==> src/rtl/alu_issue_stage_pkg.sv <==
// Shared definitions for the ALU issue stage.
//  - ALU opcode encoding (must match the combinational ALU downstream)
//  - MIPS primary opcode and R-type funct codes understood by the decoder
//  - operand-select enums, decoder result struct, slot FSM state
package alu_issue_stage_pkg;

  localparam int REG_W   = 32;
  localparam int RADDR_W = 5;

  // ALU opcodes
  localparam logic [3:0] ALU_ADD  = 4'd0;
  localparam logic [3:0] ALU_ADDU = 4'd1;
  localparam logic [3:0] ALU_SUB  = 4'd2;
  localparam logic [3:0] ALU_SUBU = 4'd3;
  localparam logic [3:0] ALU_AND  = 4'd4;
  localparam logic [3:0] ALU_OR   = 4'd5;
  localparam logic [3:0] ALU_XOR  = 4'd6;
  localparam logic [3:0] ALU_NOR  = 4'd7;
  localparam logic [3:0] ALU_SLT  = 4'd8;
  localparam logic [3:0] ALU_SLTU = 4'd9;
  localparam logic [3:0] ALU_SLL  = 4'd10;
  localparam logic [3:0] ALU_SRL  = 4'd11;
  localparam logic [3:0] ALU_SRA  = 4'd12;

  // MIPS primary opcodes
  localparam logic [5:0] OP_RTYPE = 6'h00;
  localparam logic [5:0] OP_BEQ   = 6'h04;
  localparam logic [5:0] OP_BNE   = 6'h05;
  localparam logic [5:0] OP_ADDI  = 6'h08;
  localparam logic [5:0] OP_ADDIU = 6'h09;
  localparam logic [5:0] OP_SLTI  = 6'h0A;
  localparam logic [5:0] OP_SLTIU = 6'h0B;
  localparam logic [5:0] OP_ANDI  = 6'h0C;
  localparam logic [5:0] OP_ORI   = 6'h0D;
  localparam logic [5:0] OP_XORI  = 6'h0E;
  localparam logic [5:0] OP_LUI   = 6'h0F;
  localparam logic [5:0] OP_LW    = 6'h23;
  localparam logic [5:0] OP_SW    = 6'h2B;

  // R-type funct codes
  localparam logic [5:0] FN_SLL  = 6'h00;
  localparam logic [5:0] FN_SRL  = 6'h02;
  localparam logic [5:0] FN_SRA  = 6'h03;
  localparam logic [5:0] FN_SLLV = 6'h04;
  localparam logic [5:0] FN_SRLV = 6'h06;
  localparam logic [5:0] FN_SRAV = 6'h07;
  localparam logic [5:0] FN_ADD  = 6'h20;
  localparam logic [5:0] FN_ADDU = 6'h21;
  localparam logic [5:0] FN_SUB  = 6'h22;
  localparam logic [5:0] FN_SUBU = 6'h23;
  localparam logic [5:0] FN_AND  = 6'h24;
  localparam logic [5:0] FN_OR   = 6'h25;
  localparam logic [5:0] FN_XOR  = 6'h26;
  localparam logic [5:0] FN_NOR  = 6'h27;
  localparam logic [5:0] FN_SLT  = 6'h2A;
  localparam logic [5:0] FN_SLTU = 6'h2B;

  // B operand source
  typedef enum logic [1:0] {B_RT, B_SEXT, B_ZEXT} b_sel_t;
  // Shift amount source
  typedef enum logic [1:0] {SA_NONE, SA_SHAMT, SA_RS, SA_16} sa_sel_t;
  // Issue slot occupancy
  typedef enum logic {SLOT_EMPTY, SLOT_FULL} slot_state_t;

  typedef struct packed {
    logic [3:0]         op;
    b_sel_t             b_sel;
    sa_sel_t            sa_sel;
    logic [RADDR_W-1:0] wr_reg;
    logic               reg_write;
    logic               illegal;
  } dec_t;

endpackage

==> src/rtl/alu_issue_stage_decode.sv <==
// alu_decode: purely combinational MIPS decode.
//  i_opcode/i_funct  instruction op and funct fields
//  i_rt/i_rd         register index fields
//  o_dec             ALU op, operand/shift selects, destination, write enable, illegal
// Illegal encodings decode to a harmless ADDU with no write-back.
module alu_decode
  import alu_issue_stage_pkg::*;
(
  input  logic [5:0]         i_opcode,
  input  logic [5:0]         i_funct,
  input  logic [RADDR_W-1:0] i_rt,
  input  logic [RADDR_W-1:0] i_rd,
  output dec_t               o_dec
);

  logic [3:0]         w_op;
  b_sel_t             w_b_sel;
  sa_sel_t            w_sa_sel;
  logic [RADDR_W-1:0] w_wr;
  logic               w_we;
  logic               w_bad;

  always_comb begin
    w_op     = ALU_ADDU;
    w_b_sel  = B_RT;
    w_sa_sel = SA_NONE;
    w_wr     = i_rt;
    w_we     = 1'b1;
    w_bad    = 1'b0;
    case (i_opcode)
      OP_RTYPE: begin
        w_wr = i_rd;
        case (i_funct)
          FN_ADD:  w_op = ALU_ADD;
          FN_ADDU: w_op = ALU_ADDU;
          FN_SUB:  w_op = ALU_SUB;
          FN_SUBU: w_op = ALU_SUBU;
          FN_AND:  w_op = ALU_AND;
          FN_OR:   w_op = ALU_OR;
          FN_XOR:  w_op = ALU_XOR;
          FN_NOR:  w_op = ALU_NOR;
          FN_SLT:  w_op = ALU_SLT;
          FN_SLTU: w_op = ALU_SLTU;
          FN_SLL:  begin w_op = ALU_SLL; w_sa_sel = SA_SHAMT; end
          FN_SRL:  begin w_op = ALU_SRL; w_sa_sel = SA_SHAMT; end
          FN_SRA:  begin w_op = ALU_SRA; w_sa_sel = SA_SHAMT; end
          FN_SLLV: begin w_op = ALU_SLL; w_sa_sel = SA_RS; end
          FN_SRLV: begin w_op = ALU_SRL; w_sa_sel = SA_RS; end
          FN_SRAV: begin w_op = ALU_SRA; w_sa_sel = SA_RS; end
          default: w_bad = 1'b1;
        endcase
      end
      OP_ADDI:  begin w_op = ALU_ADD;  w_b_sel = B_SEXT; end
      OP_ADDIU: begin w_op = ALU_ADDU; w_b_sel = B_SEXT; end
      OP_SLTI:  begin w_op = ALU_SLT;  w_b_sel = B_SEXT; end
      OP_SLTIU: begin w_op = ALU_SLTU; w_b_sel = B_SEXT; end
      OP_ANDI:  begin w_op = ALU_AND;  w_b_sel = B_ZEXT; end
      OP_ORI:   begin w_op = ALU_OR;   w_b_sel = B_ZEXT; end
      OP_XORI:  begin w_op = ALU_XOR;  w_b_sel = B_ZEXT; end
      // LUI reuses the shifter: imm << 16
      OP_LUI:   begin w_op = ALU_SLL;  w_b_sel = B_ZEXT; w_sa_sel = SA_16; end
      OP_LW:    begin w_op = ALU_ADDU; w_b_sel = B_SEXT; end
      OP_SW:    begin w_op = ALU_ADDU; w_b_sel = B_SEXT; w_we = 1'b0; end
      OP_BEQ,
      OP_BNE:   begin w_op = ALU_SUBU; w_we = 1'b0; end
      default:  w_bad = 1'b1;
    endcase
    if (w_bad) begin
      w_op     = ALU_ADDU;
      w_b_sel  = B_RT;
      w_sa_sel = SA_NONE;
      w_wr     = '0;
      w_we     = 1'b0;
    end
    // $zero is never a real destination
    if (w_wr == '0) w_we = 1'b0;
  end

  assign o_dec = '{op: w_op, b_sel: w_b_sel, sa_sel: w_sa_sel,
                   wr_reg: w_wr, reg_write: w_we, illegal: w_bad};

endmodule

==> src/rtl/alu_issue_stage.sv <==
// alu_issue_stage: ID/EX slot feeding the combinational ALU.
//  clk, rst_n              clock, synchronous active-low reset
//  in_valid/in_ready       upstream handshake carrying instr, rs_val, rt_val
//  flush                   kills the slot and the instruction offered this cycle
//  out_valid/out_ready     downstream (EX) handshake
//  alu_op/alu_a/alu_b/alu_sa  registered ALU inputs
//  wr_reg/reg_write/illegal   registered write-back info and decode error flag
//  dbg_slot_state          slot FSM state for observation
//
// Handshake: a transfer happens on a rising edge where valid && ready.
// Producers hold valid and data until accepted; in_ready = !out_valid || out_ready,
// so a full slot accepts only when it is drained in the same cycle. While out_valid
// is high and out_ready is low, every output is held.
module alu_issue_stage
  import alu_issue_stage_pkg::*;
(
  input  logic               clk,
  input  logic               rst_n,
  input  logic               in_valid,
  output logic               in_ready,
  input  logic [REG_W-1:0]   instr,
  input  logic [REG_W-1:0]   rs_val,
  input  logic [REG_W-1:0]   rt_val,
  input  logic               flush,
  output logic               out_valid,
  input  logic               out_ready,
  output logic [3:0]         alu_op,
  output logic [REG_W-1:0]   alu_a,
  output logic [REG_W-1:0]   alu_b,
  output logic [4:0]         alu_sa,
  output logic [RADDR_W-1:0] wr_reg,
  output logic               reg_write,
  output logic               illegal,
  output slot_state_t        dbg_slot_state
);

  dec_t               w_dec;
  logic [REG_W-1:0]   w_a;
  logic [REG_W-1:0]   w_b;
  logic [4:0]         w_sa;
  logic               w_accept;
  logic               w_load;
  slot_state_t        r_state;
  slot_state_t        w_state_nxt;
  logic               w_unused_rs;

  logic [3:0]         r_alu_op;
  logic [REG_W-1:0]   r_alu_a;
  logic [REG_W-1:0]   r_alu_b;
  logic [4:0]         r_alu_sa;
  logic [RADDR_W-1:0] r_wr_reg;
  logic               r_reg_write;
  logic               r_illegal;

  // Register indices for rs were resolved upstream; only its forwarded value is used.
  assign w_unused_rs = ^instr[25:21];

  alu_decode u_decode (
    .i_opcode (instr[31:26]),
    .i_funct  (instr[5:0]),
    .i_rt     (instr[20:16]),
    .i_rd     (instr[15:11]),
    .o_dec    (w_dec)
  );

  always_comb begin
    w_b = rt_val;
    case (w_dec.b_sel)
      B_SEXT:  w_b = {{16{instr[15]}}, instr[15:0]};
      B_ZEXT:  w_b = {16'b0, instr[15:0]};
      default: w_b = rt_val;
    endcase
    w_sa = 5'd0;
    case (w_dec.sa_sel)
      SA_SHAMT: w_sa = instr[10:6];
      SA_RS:    w_sa = rs_val[4:0];
      SA_16:    w_sa = 5'd16;
      default:  w_sa = 5'd0;
    endcase
    w_a = rs_val;
    // Illegal instructions flow through as 0 + 0
    if (w_dec.illegal) begin
      w_a = '0;
      w_b = '0;
    end
  end

  assign out_valid = (r_state == SLOT_FULL);
  assign in_ready  = !out_valid || out_ready;
  assign w_accept  = in_valid && in_ready;

  always_ff @(posedge clk) begin
    if (!rst_n) r_state <= SLOT_EMPTY;
    else        r_state <= w_state_nxt;
  end

  // flush wins over both accept and hold; data regs are only loaded on a kept accept
  always_comb begin
    w_state_nxt = r_state;
    w_load      = 1'b0;
    if (flush) begin
      w_state_nxt = SLOT_EMPTY;
    end else begin
      case (r_state)
        SLOT_EMPTY: begin
          if (w_accept) begin
            w_state_nxt = SLOT_FULL;
            w_load      = 1'b1;
          end
        end
        SLOT_FULL: begin
          if (out_ready) begin
            w_state_nxt = w_accept ? SLOT_FULL : SLOT_EMPTY;
            w_load      = w_accept;
          end
        end
        default: w_state_nxt = SLOT_EMPTY;
      endcase
    end
  end

  always_ff @(posedge clk) begin
    if (!rst_n) begin
      r_alu_op    <= ALU_ADDU;
      r_alu_a     <= '0;
      r_alu_b     <= '0;
      r_alu_sa    <= '0;
      r_wr_reg    <= '0;
      r_reg_write <= 1'b0;
      r_illegal   <= 1'b0;
    end else if (w_load) begin
      r_alu_op    <= w_dec.op;
      r_alu_a     <= w_a;
      r_alu_b     <= w_b;
      r_alu_sa    <= w_sa;
      r_wr_reg    <= w_dec.wr_reg;
      r_reg_write <= w_dec.reg_write;
      r_illegal   <= w_dec.illegal;
    end
  end

  assign alu_op         = r_alu_op;
  assign alu_a          = r_alu_a;
  assign alu_b          = r_alu_b;
  assign alu_sa         = r_alu_sa;
  assign wr_reg         = r_wr_reg;
  assign reg_write      = r_reg_write;
  assign illegal        = r_illegal;
  assign dbg_slot_state = r_state;

endmodule

==> config.mk <==
export PLATFORM = sky130hd
export DESIGN_NAME = alu_issue_stage
export DESIGN_NICKNAME = d
export VERILOG_FILES = /design/src/rtl/alu_issue_stage_pkg.sv /design/src/rtl/alu_issue_stage_decode.sv /design/src/rtl/alu_issue_stage.sv
export SDC_FILE = /design/constraint.sdc
export NUM_CORES = 1
export LEC_CHECK = 0
export CORE_ASPECT_RATIO = 1.1
export CORE_MARGIN = 4
export CORE_UTILIZATION = 35
export DETAILED_ROUTE_END_ITERATION = 10
export MAX_ROUTING_LAYER = met4
export PLACE_DENSITY_LB_ADDON = 0.3
export SYNTH_ARGS = -nofsm -noshare
export SYNTH_HDL_FRONTEND = slang
export SYNTH_SLANG_ARGS = --single-unit
==> constraint.sdc <==
create_clock -name clk -period 2.29 [get_ports clk]
set_input_delay 0.229 -clock clk [delete_from_list [all_inputs] [get_ports clk]]
set_output_delay 0.229 -clock clk [all_outputs]
set_load 0.005 [all_outputs]
==> metrics.md <==
| Metric | Value |
|---|---|
| Clock-pin transition on the worst setup and hold timing paths | `0.07 ns` |
| Root Driver | `clkbuf_16` |
| Grt ovf | `0` |
| Min-Delay Endpoint | `alu_sa[1]$_SDFFE_PN0P_` |
| Clk buf depth | `2` |
| Routed len/inst | `16.09 µm` |
| Post-synth EDFFs | `0` |
| Post_cts resized | `0` |
| Post-Syn Nets | `533` |
| Die X | `roughly 110 µm` |
| Leak | `2.421 nW` |
| First-pass GRT wire length | `roughly 19000 µm` |
| CTS buffer count | `9` |
| Drt drc | `0` |
| Worst setup EP type | `flip-flop` |
| Hpwl dp | `around 9500 µm` |
| CTS tree | `built` |
| FF-to-FF path depth | `4` |
| Initial drt markers | `143` |
| Synth Area in Adders | `0.006221` |
| Ys flop type | `dfxtp_1` |
| Buffers inserted by post-CTS timing repair | `0` |
| Xor/xnor share of the synthesized area | `0` |
| Vias post-DR | `between 3000 and 4000` |
| Pins Over Slew Limit | `0` |
| Worst hold slack | `0.4560 ns` |
| FP Rows | `40` |
| Max Clock Skew | `between 0.005 and 0.006 ns` |
| Max Cap Violations | `0` |
| Fmax | `approximately 500 MHz` |
| Setup TNS | `0 ns` |
| Multiplexer area fraction after synthesis | `0.02644` |
| Final core utilization | `0.5812` |
| Core Box Area | `11060 µm²` |
| Reg2Reg Setup Slack | `0.68 ns` |
| Hold Buf Count CTS | `0` |
| Share of synthesized flip-flops with an asynchronous set or reset | `0` |
| Fin nets | `between 700 and 800` |
| Worst vdd rail ir drop | `326.3 µV` |
| Slowest cell delay on critical path | `0.63 ns` |
| Cell Chain, Critical Path | `clkdlybuf4s50_1, inv_1, o311ai_1, o211ai_4, buf_12, o31ai_2` |
| Drt first pass iters | `4` |
| Ys Warns | `0` |
| Synth Area in Simple Gates | `0.1384` |
| Clock latency on the worst-skew pair | `around 0.33 ns` |
| Synth Area in Compound Gates | `0.3403` |
| Hold Path Depth | `2` |
| Share of cells above drive strength 1 | `0.2159` |
| Die Ht | `120.4 µm` |
| Area growth, synth to finish | `59.81%` |
| Clock sink count | `81` |
| Startpoint types | `primary input` |
| Cell area power density | `561.7 nW/µm²` |
| Count of nets left with antenna violations after detail routing | `0` |
| Vias in the first global route | `between 3000 and 4000` |
| Most frequent cells in the layout | `clkdlybuf4s50_1 (178), nand2_1 (83), dfxtp_1 (81)` |
| Crit Path Max Fanout | `21` |
| Yosys cell types | `48` |
| Crit path max-delay cell type | `clkdlybuf4s50_1` |
| Tightest Hold Check Type | `reg2reg` |
| Critical path class | `in2reg` |
| Port bufs | `~180` |
| Final hold violations | `0` |
| Largest net degree at the start of global routing | `63` |
| Gr usage total | `0.1874` |
| Beginning of the worst hold path | `alu_sa[1]$_SDFFE_PN0P_` |
| Unrepaired setup endpoints after global routing | `false` |
| Initial antenna violation count | `0` |
| Minimum clock period | `1.957 ns` |
| Setup violation total in the final timing report | `0` |
| Diodes inserted | `0` |
| WP data arrival | `~2.2 ns` |
| Syn Area/Cell | `9.355 µm²` |
| Crit path required time | `2.54 ns` |
| Reg-to-Reg End | `alu_op[1]$_SDFFE_PN0P_` |
| Final cycle utilization of the critical path | `0.8545` |
| Number of fill cells in the layout | `about 1000` |
| Post-synthesis sequential area ratio | `0.4031` |
| Die area | `13270 µm²` |
| Mapped Cells | `between 400 and 500` |
| Largest family of logic cells by synthesized area | `compound AO/OA/AOI/OAI gates` |
| Slew HR | `0.5925` |
| Commonest non-fill, non-tap cell in the layout | `clkdlybuf4s50_1` |
| Post-DR vias/cell | `5.034` |
| RD Place Congestion | `0.8909` |
| CTS H-Tree Depth | `3` |
| Outcome | `complete, no violations` |
| Post-Route WL | `12280 µm` |
| Crit Reg-Reg Startpoint | `dbg_slot_state$_SDFF_PP0_` |
| Initial Util | `0.3637` |
| Flops & latches, synth | `81` |
| Io pins | `approximately 180` |
| Power after layout | `~0.0036 W` |
| Worst-Margin Slew | `0.6027 ns` |
| Cell Area, Synth | `4023 µm²` |
-- area by class of cell --
class	count	area, µm²	area share
flip-flops and latches	81	1622	0.2522
clock buffers	11	242.7	0.03776
inverters	38	142.6	0.02219
repair buffers	208	2082	0.3239
well taps	147	183.9	0.02861
clock inverters	5	87.58	0.01362
multi-input cells	273	2068	0.3217
-- worst max-delay path: cells and delay by family --
family	cells	cell delay [ns]
buffers and inverters	3	0.96
AOI/OAI and AO/OA	3	1.00
-- cell usage after synthesis, types with 3 or more instances --
| library cell | instances | area share |
|---|---|---|
| nor2_1 | 10 | 0.0093 |
| o21ai_0 | 3 | 0.0037 |
| nor3_1 | 3 | 0.0037 |
| a22oi_1 | 16 | 0.030 |
| buf_6 | 7 | 0.020 |
| nand2_1 | 83 | 0.077 |
| a21oi_1 | 25 | 0.031 |
| a31oi_1 | 3 | 0.0047 |
| inv_1 | 38 | 0.035 |
| nor2b_1 | 3 | 0.0047 |
| nand4_1 | 5 | 0.0078 |
| mux2_2 | 5 | 0.014 |
| o31ai_2 | 70 | 0.22 |
| and2_1 | 3 | 0.0047 |
| dfxtp_1 | 81 | 0.40 |
| mux2i_1 | 5 | 0.012 |
| clkbuf_1 | 28 | 0.026 |
| a32o_1 | 3 | 0.0075 |
-- worst max path at each step --
| stage | startpoint | end | slack (ns) | cells past startpoint |
|---|---|---|---|---|
| CTS | instr[5] | alu_b[12]$_SDFFE_PN0P_ | 0.36 | 6 |
| floorplan | instr[29] | alu_b[10]$_SDFFE_PN0P_ | 0.08 | 10 |
| finish | instr[5] | alu_b[12]$_SDFFE_PN0P_ | 0.33 | 6 |
| global placement | instr[5] | illegal$_SDFFE_PN0P_ | 0.03 | 6 |
| global route | instr[31] | alu_b[12]$_SDFFE_PN0P_ | 0.20 | 9 |
| detailed placement | instr[5] | illegal$_SDFFE_PN0P_ | 0.02 | 6 |
-- power by group --
| part | switching, W | total [W] | internal [W] | leakage (nW) |
|---|---|---|---|---|
| clock network | 0.000581 | 0.00158 | 0.000995 | 0.158 |
| logic | 0.000272 | 0.000586 | 0.000314 | 1.61 |
| registers | 0.0000137 | 0.00145 | 0.00144 | 0.655 |
-- through the flow --
stage / cells / setup slack (ns) / instance area (µm²)
5_1_grt: 763 / 0.1997 / 6429
3_3_place_gp: 747 / 0.02513 / 6098
6_report: 763 / 0.3331 / 6429
3_5_place_dp: 747 / 0.02070 / 6098
4_1_cts: 763 / 0.3619 / 6429
2_1_floorplan: 430 / 0.08221 / 4023
-- cells by family after synthesis --
logic type / Yosys count
AOI/OAI and AO/OA: 139
buffers and inverters: 76
and+or+nand+nor: 122
DFF: 81
muxes: 10
adders and majority gates: 2
-- routing by layer --
layer,part of all wire,track usage
met1,0.41,0.2288
met2,0.50,0.3134
met3,0.076,0.04485
met4,0.0077,0.04157
met5,0,-
(Power assumes the default switching activity.)
